<file path="config.mk">
export PLATFORM = sky130hd
export DESIGN_NAME = instr_fetch_unit
export DESIGN_NICKNAME = d
export VERILOG_FILES = /design/src/rtl/instr_fetch_unit_pkg.sv /design/src/rtl/instr_fetch_unit.sv
export SDC_FILE = /design/constraint.sdc
export NUM_CORES = 1
export LEC_CHECK = 0
export ABC_AREA = 1
export ABC_CLOCK_PERIOD_IN_PS = 3700
export BUFFER_PORTS_ARGS = -buffer_cell sky130_fd_sc_hd__buf_2
export CAP_MARGIN = 20
export CORE_MARGIN = 2
export CORE_UTILIZATION = 30
export DETAILED_ROUTE_END_ITERATION = 12
export SYNTH_ARGS = -nofsm -noshare
export SYNTH_HDL_FRONTEND = slang
export SYNTH_SLANG_ARGS = --single-unit
</file>
<file path="constraint.sdc">
create_clock -name clk -period 3.7 [get_ports clk]
set_clock_uncertainty 0.1 [all_clocks]
set_input_delay 0.555 -clock clk [delete_from_list [all_inputs] [get_ports clk]]
set_output_delay 0.555 -clock clk [all_outputs]
set_load 0.02 [all_outputs]
</file>
<file path="src/rtl/instr_fetch_unit_pkg.sv">
// Shared definitions for the instruction fetch unit: FSM state encoding,
// the length-flag bit position and default geometry.
package instr_fetch_unit_pkg;

  localparam int DEF_WORD_LENGTH   = 16;
  localparam int DEF_ADDRESS_SPACE = 21;

  // Bit of the first instruction word that marks a 32-bit instruction.
  localparam int LONG_BIT = 15;

  typedef enum logic [2:0] {
    S_REQ0  = 3'd0,
    S_CAP0  = 3'd1,
    S_REQ1  = 3'd2,
    S_CAP1  = 3'd3,
    S_VALID = 3'd4
  } fetch_state_e;

endpackage : instr_fetch_unit_pkg

</file>
<file path="src/rtl/instr_fetch_unit.sv">
// Instruction fetch: owns the PC, reads 16-bit words from a one-cycle-latency
// memory and presents short/long instructions to decode via valid/ready.
module instr_fetch_unit
  import instr_fetch_unit_pkg::*;
#(
  parameter int                       WORD_LENGTH   = DEF_WORD_LENGTH,
  parameter int                       ADDRESS_SPACE = DEF_ADDRESS_SPACE,
  parameter logic [ADDRESS_SPACE-1:0] RESET_PC      = '0
) (
  input  logic                       clk,
  input  logic                       reset,
  output logic [ADDRESS_SPACE-1:0]   mem_addr,
  output logic                       mem_en,
  input  logic [WORD_LENGTH-1:0]     mem_data,
  input  logic                       redirect_valid,
  input  logic [ADDRESS_SPACE-1:0]   redirect_pc,
  input  logic                       out_ready,
  output logic                       out_valid,
  output logic [2*WORD_LENGTH-1:0]   out_instr,
  output logic [ADDRESS_SPACE-1:0]   out_pc,
  output logic                       out_is_long
);

  fetch_state_e               state_q, state_d;
  logic [ADDRESS_SPACE-1:0]   pc_q, pc_d, pc_next;
  logic [WORD_LENGTH-1:0]     word0_q, word0_d;
  logic [WORD_LENGTH-1:0]     word1_q, word1_d;
  logic                       long_q, long_d;
  logic                       started_q;

  // Single incrementer: +1 addresses the second word in REQ1 and steps past a
  // short instruction; +2 steps past a long one. Wraps modulo 2^ADDRESS_SPACE.
  assign pc_next = pc_q + (((state_q == S_VALID) && long_q) ? ADDRESS_SPACE'(2)
                                                            : ADDRESS_SPACE'(1));

  // started_q keeps REQ0 from issuing while reset is still held, so the first
  // request appears after the first edge following reset release.
  always_comb begin
    // NOTE: combinational blocks use blocking '=' and assign every output a
    // default first, so no path leaves a signal unassigned (no latch).
    mem_en   = 1'b0;
    mem_addr = '0;
    if ((state_q == S_REQ0) && started_q) begin
      mem_en   = 1'b1;
      mem_addr = pc_q;
    end else if (state_q == S_REQ1) begin
      mem_en   = 1'b1;
      mem_addr = pc_next;
    end
  end

  always_comb begin
    state_d = state_q;
    pc_d    = pc_q;
    word0_d = word0_q;
    word1_d = word1_q;
    long_d  = long_q;
    unique case (state_q)
      S_REQ0:  if (started_q) state_d = S_CAP0;
      S_CAP0: begin
        word0_d = mem_data;
        long_d  = mem_data[LONG_BIT];
        state_d = mem_data[LONG_BIT] ? S_REQ1 : S_VALID;
      end
      S_REQ1:  state_d = S_CAP1;
      S_CAP1: begin
        word1_d = mem_data;
        state_d = S_VALID;
      end
      S_VALID: begin
        if (out_ready) begin
          pc_d    = pc_next;
          state_d = S_REQ0;
        end
      end
      default: state_d = S_REQ0;
    endcase
    // A redirect discards any in-flight or held instruction and wins over the
    // handshake increment.
    if (redirect_valid) begin
      pc_d    = redirect_pc;
      state_d = S_REQ0;
    end
  end

  always_ff @(posedge clk or negedge reset) begin
    if (!reset) begin
      // NOTE: sequential state uses non-blocking '<='; the word latches are
      // plain registers and are cleared here like the rest of the state.
      state_q   <= S_REQ0;
      pc_q      <= RESET_PC;
      word0_q   <= '0;
      word1_q   <= '0;
      long_q    <= 1'b0;
      started_q <= 1'b0;
    end else begin
      state_q   <= state_d;
      pc_q      <= pc_d;
      word0_q   <= word0_d;
      word1_q   <= word1_d;
      long_q    <= long_d;
      started_q <= 1'b1;
    end
  end

  assign out_valid   = (state_q == S_VALID);
  assign out_pc      = out_valid ? pc_q : '0;
  assign out_is_long = out_valid & long_q;
  assign out_instr   = !out_valid ? '0
                     : long_q     ? {word0_q, word1_q}
                                  : {{WORD_LENGTH{1'b0}}, word0_q};

endmodule : instr_fetch_unit

</file>
==> reports/metrics.yaml <==
worst_setup_path:
  worst_ep_arrival_time_ns: 2.70
  critPathSlowestCell: "sky130_fd_sc_hd__fa_1"
  critical_path_buf_inv_count: 4
  start_point_of_the_critical_path: "state_q[2]"
  path_cells: "inv_1, nor3_4, inv_2, nor2_1, inv_1, ha_1, fa_1, nand2_1, nor2_2, nand3_1, xor2_1, nand2_1, o21ai_0, buf_2"
  critical_setup_path_class: "flop to primary output"
  cp-start-kind: "flop"
  worst_ep_required_time_ns: 3.04
  slowest_delay_ns: 0.43
  r2r_start: "state_q[2]"
  critPathMaxFanout: 4
  critical_path.top_delay_family: "simple AND/OR/NAND/NOR gates"
  worst_setup_path_end_kind: "primary output"
clocking:
  number_of_buffers_inserted_during_clock_tree_synthesis: 9
  clkTransAtPathRegs_ns: 0.05
  cts_stage_hold_buffer_count: 0
  cts_root_buffer: "sky130_fd_sc_hd__clkbuf_16"
  clk-insertion-delay-late_ns: 0.32
  clkSinkCount: 57
  tritoncts: "yes"
  buffers_from_clock_root_to_sink_at_most: 2
  cts_max_level: 3
synthesis:
  yosys.area.top_type_share: 0.395
  synth.cells.most_frequent: "sky130_fd_sc_hd__nand2_1, sky130_fd_sc_hd__nor2_1, sky130_fd_sc_hd__inv_1"
  post_synthesis_net_count: 586
  post_synth_instance_area_sq_um: 3610
  number_of_enable_flip_flop_cells_after_synthesis: 0
  share_of_synthesized_registers_carrying_an_async_set_or_reset: 1.00
  synth.area.top_cells: "sky130_fd_sc_hd__dfrtp_1, sky130_fd_sc_hd__nand2_1, sky130_fd_sc_hd__o21ai_0, sky130_fd_sc_hd__nor2_1, sky130_fd_sc_hd__inv_1"
  synth.yosys.warnings: 0
  ys_types: 29
  synth_most_common_cell: "sky130_fd_sc_hd__nand2_1"
  synth.largest_area_cell: "sky130_fd_sc_hd__dfrtp_1"
  synth.yosys.seq_area_share: 0.395
  synth-seq-cells: 57
  synth_cells: 542
  synthFlopType: "sky130_fd_sc_hd__dfrtp_1"
  syn-mean-instance-area_sq_um: 6.66
finish:
  post_route_cells_drive_above_1_share: 0.239
  layout.area.seq_sq_um: 1430
  num-fill-cells: 1276
  multi_input_area_sq_um: 1820
  postLayoutCoreUtil: 0.390
  design.final.nets: 699
  antenna-diode-count: 0
  areaGrowthSynthToFinish_pct: 28.3
detailed_routing:
  drt_iter0_drc: 274
  drt-pass1-iter-count: 4
  detail_route.vias_per_cell: 4.65
  drc: 0
  routed-via-count: 3753
  drt-total-wl_mm: 10.9
  detail_route.wl_per_cell_um: 13.5
  ant_nets: 0
power_and_ir_drop:
  power.internal_uw: 1520
  seq_power_share: 0.386
  leakage_power_total_uw: 0.00249
  relative_contribution_of_combinational_cells_to_total_power: 0.235
  netSwitchingFraction: 0.335
  clock_power_share: 0.379
  final_power_uw: 2280
  power.density_cell_area_nw_per_um2: 493
  power_switching_uw: 766
  ir_worst_vdd_uv: 201
global_route:
  grt-ovfl-total: 0
  maximum_number_of_pins_on_one_net_before_global_route_repair: 53
  grt_pass1_wl_mm: 17.8
  via_count_of_the_first_global_routing_pass: 3664
  grt_usage: 0.173
  initial_antenna_violation_count: 0
placed_design:
  place_congestion: 0.934
  place_worst_setup_slack_ns: 0.489
  place_hpwl_mm: 7.74
  io_buffer_count: 117
timing:
  slew_viol_final: 0
  finalHoldViolCount: 0
  final_critical_path_share_of_the_clock_period: 0.908
  timing.max_slew.rel_slack: 0.445
  final.min_clock_period_ns: 3.36
  achievable-frequency_ghz: 0.298
  rsz0062_at_grt: "no"
  setup_ws_ns: 0.341
  transition_time_at_the_pin_with_the_least_slew_margin_ns: 0.831
  timing.setup.tns_ns: 0
  finalSetupViolations: 0
floorplan:
  area_of_the_placeable_core_sq_um: 11900
  design.die.area_sq_um: 12900
  initial_utilization: 0.304
  pin_count: 118
  die-width_um: 114
  floorplan.die.height_um: 114
  rows: 40
run_status:
  run_status: "finished clean"
flow_run:
  max_cap_violations: 0
worst_hold_path:
  min_path_type: "input port to async pin"
==> per-layer routing <==
metal / routed length (um) / global-route usage
met1: 4760 / 0.212
met5: 0 / 0
met3: 720 / 0.0468
met2: 5280 / 0.300
met4: 153 / 0.0480
==> power groups by stage <==
stage               sequential (uW)  clock (uW)  combinational [uW]
floorplan                       860           0                 379
global placement                881           0                 529
detailed placement              888           0                 541
CTS                             881         887                 545
global route                    903         919                 618
finish                          880         866                 537
==> placed cells by master, fill, tap and decap left out <==
| cell type | netlist | final |
|---|---|---|
| sky130_fd_sc_hd__a21oi_1 | 17 | 17 |
| sky130_fd_sc_hd__buf_2 | 9 | 117 |
| sky130_fd_sc_hd__buf_4 | 1 | 7 |
| sky130_fd_sc_hd__bufinv_16 | 0 | 1 |
| sky130_fd_sc_hd__clkbuf_16 | 0 | 9 |
| sky130_fd_sc_hd__clkbuf_8 | 0 | 2 |
| sky130_fd_sc_hd__clkinv_1 | 1 | 1 |
| sky130_fd_sc_hd__clkinv_4 | 1 | 2 |
| sky130_fd_sc_hd__clkinvlp_4 | 0 | 2 |
| sky130_fd_sc_hd__conb_1 | 1 | 1 |
| sky130_fd_sc_hd__dfrtp_1 | 57 | 57 |
| sky130_fd_sc_hd__fa_1 | 1 | 1 |
| sky130_fd_sc_hd__ha_1 | 2 | 2 |
| sky130_fd_sc_hd__inv_1 | 60 | 60 |
| sky130_fd_sc_hd__inv_2 | 2 | 2 |
| sky130_fd_sc_hd__inv_6 | 0 | 1 |
| sky130_fd_sc_hd__nand2_1 | 203 | 203 |
| sky130_fd_sc_hd__nand2_2 | 5 | 5 |
| sky130_fd_sc_hd__nand3_1 | 18 | 18 |
| sky130_fd_sc_hd__nand3_2 | 4 | 4 |
| sky130_fd_sc_hd__nand3_4 | 1 | 1 |
| sky130_fd_sc_hd__nor2_1 | 63 | 63 |
| sky130_fd_sc_hd__nor2_2 | 2 | 2 |
| sky130_fd_sc_hd__nor2_4 | 2 | 2 |
| sky130_fd_sc_hd__nor3_4 | 1 | 1 |
| sky130_fd_sc_hd__o2111ai_1 | 1 | 1 |
| sky130_fd_sc_hd__o211ai_1 | 6 | 6 |
| sky130_fd_sc_hd__o21ai_0 | 53 | 53 |
| sky130_fd_sc_hd__o21ai_1 | 5 | 5 |
| sky130_fd_sc_hd__o22ai_1 | 4 | 4 |
| sky130_fd_sc_hd__xor2_1 | 10 | 10 |
==> final timing paths <==
check                      depth (start not counted)  slack (ns)           end
setup / recovery                                  14        0.34  mem_addr[10]
hold reg to reg                                    2        0.38    word1_q[3]
setup reg to reg                                  13        1.36      pc_q[10]
min in group clk                                   3        0.36      pc_q[10]
hold / removal                                     1        0.21      pc_q[10]
max in group asynchronous                          2        2.45   word0_q[10]
==> worst register-to-register path: stages (launching register included) <==
cell                      delay (ns)
sky130_fd_sc_hd__dfrtp_1        0.34
sky130_fd_sc_hd__inv_1          0.07
sky130_fd_sc_hd__nor3_4         0.20
sky130_fd_sc_hd__inv_2          0.05
sky130_fd_sc_hd__nor2_1         0.11
sky130_fd_sc_hd__inv_1          0.06
sky130_fd_sc_hd__ha_1           0.22
sky130_fd_sc_hd__fa_1           0.43
sky130_fd_sc_hd__nand2_1        0.11
sky130_fd_sc_hd__nor2_2         0.06
sky130_fd_sc_hd__nand3_1        0.17
sky130_fd_sc_hd__xor2_1         0.23
sky130_fd_sc_hd__nand2_2        0.08
sky130_fd_sc_hd__nand3_2        0.06
==> metrics by stage <==
step                std cells  cell area, sq um  hold WS (ns)
finish                    807              4630         0.210
global route              807              4630         0.276
CTS                       806              4620         0.240
detailed placement        790              4310         0.374
global placement          790              4310         0.366
floorplan                 542              3610         0.159
==> cell type report <==
cell class / count / share of cell area
multi-input combinational: 399 / 0.393
timing repair buffer: 124 / 0.138
clock buffer: 11 / 0.0546
tap: 147 / 0.0397
inverter: 64 / 0.0530
clock inverter: 5 / 0.0135
sequential: 57 / 0.308
==> sequential cells by signal (all words and copies together) (netlist names) <==
register and cells:
started_q 1, word1_q 16, word0_q 16, state_q 3, pc_q 21
==> cells by family (layout without fill, tap and decap cells) <==
group,Yosys count,after routing,synth area share
fa+ha+maj,3,3,0.0125
compound gates,86,86,0.126
xor+xnor,10,10,0.0243
simple gates,299,299,0.341
other cells,1,1,0.00104
buf+inv,86,204,0.100
flops,57,57,0.395
==> what timing repair did <==
action                                  CTS  global route
endpoints found under the setup margin    0             2
buffers inserted                          0             1
endpoints found under the hold margin     0             0
gates resized for setup                   0             0
Note: power is estimated with default switching activity, not from simulation.
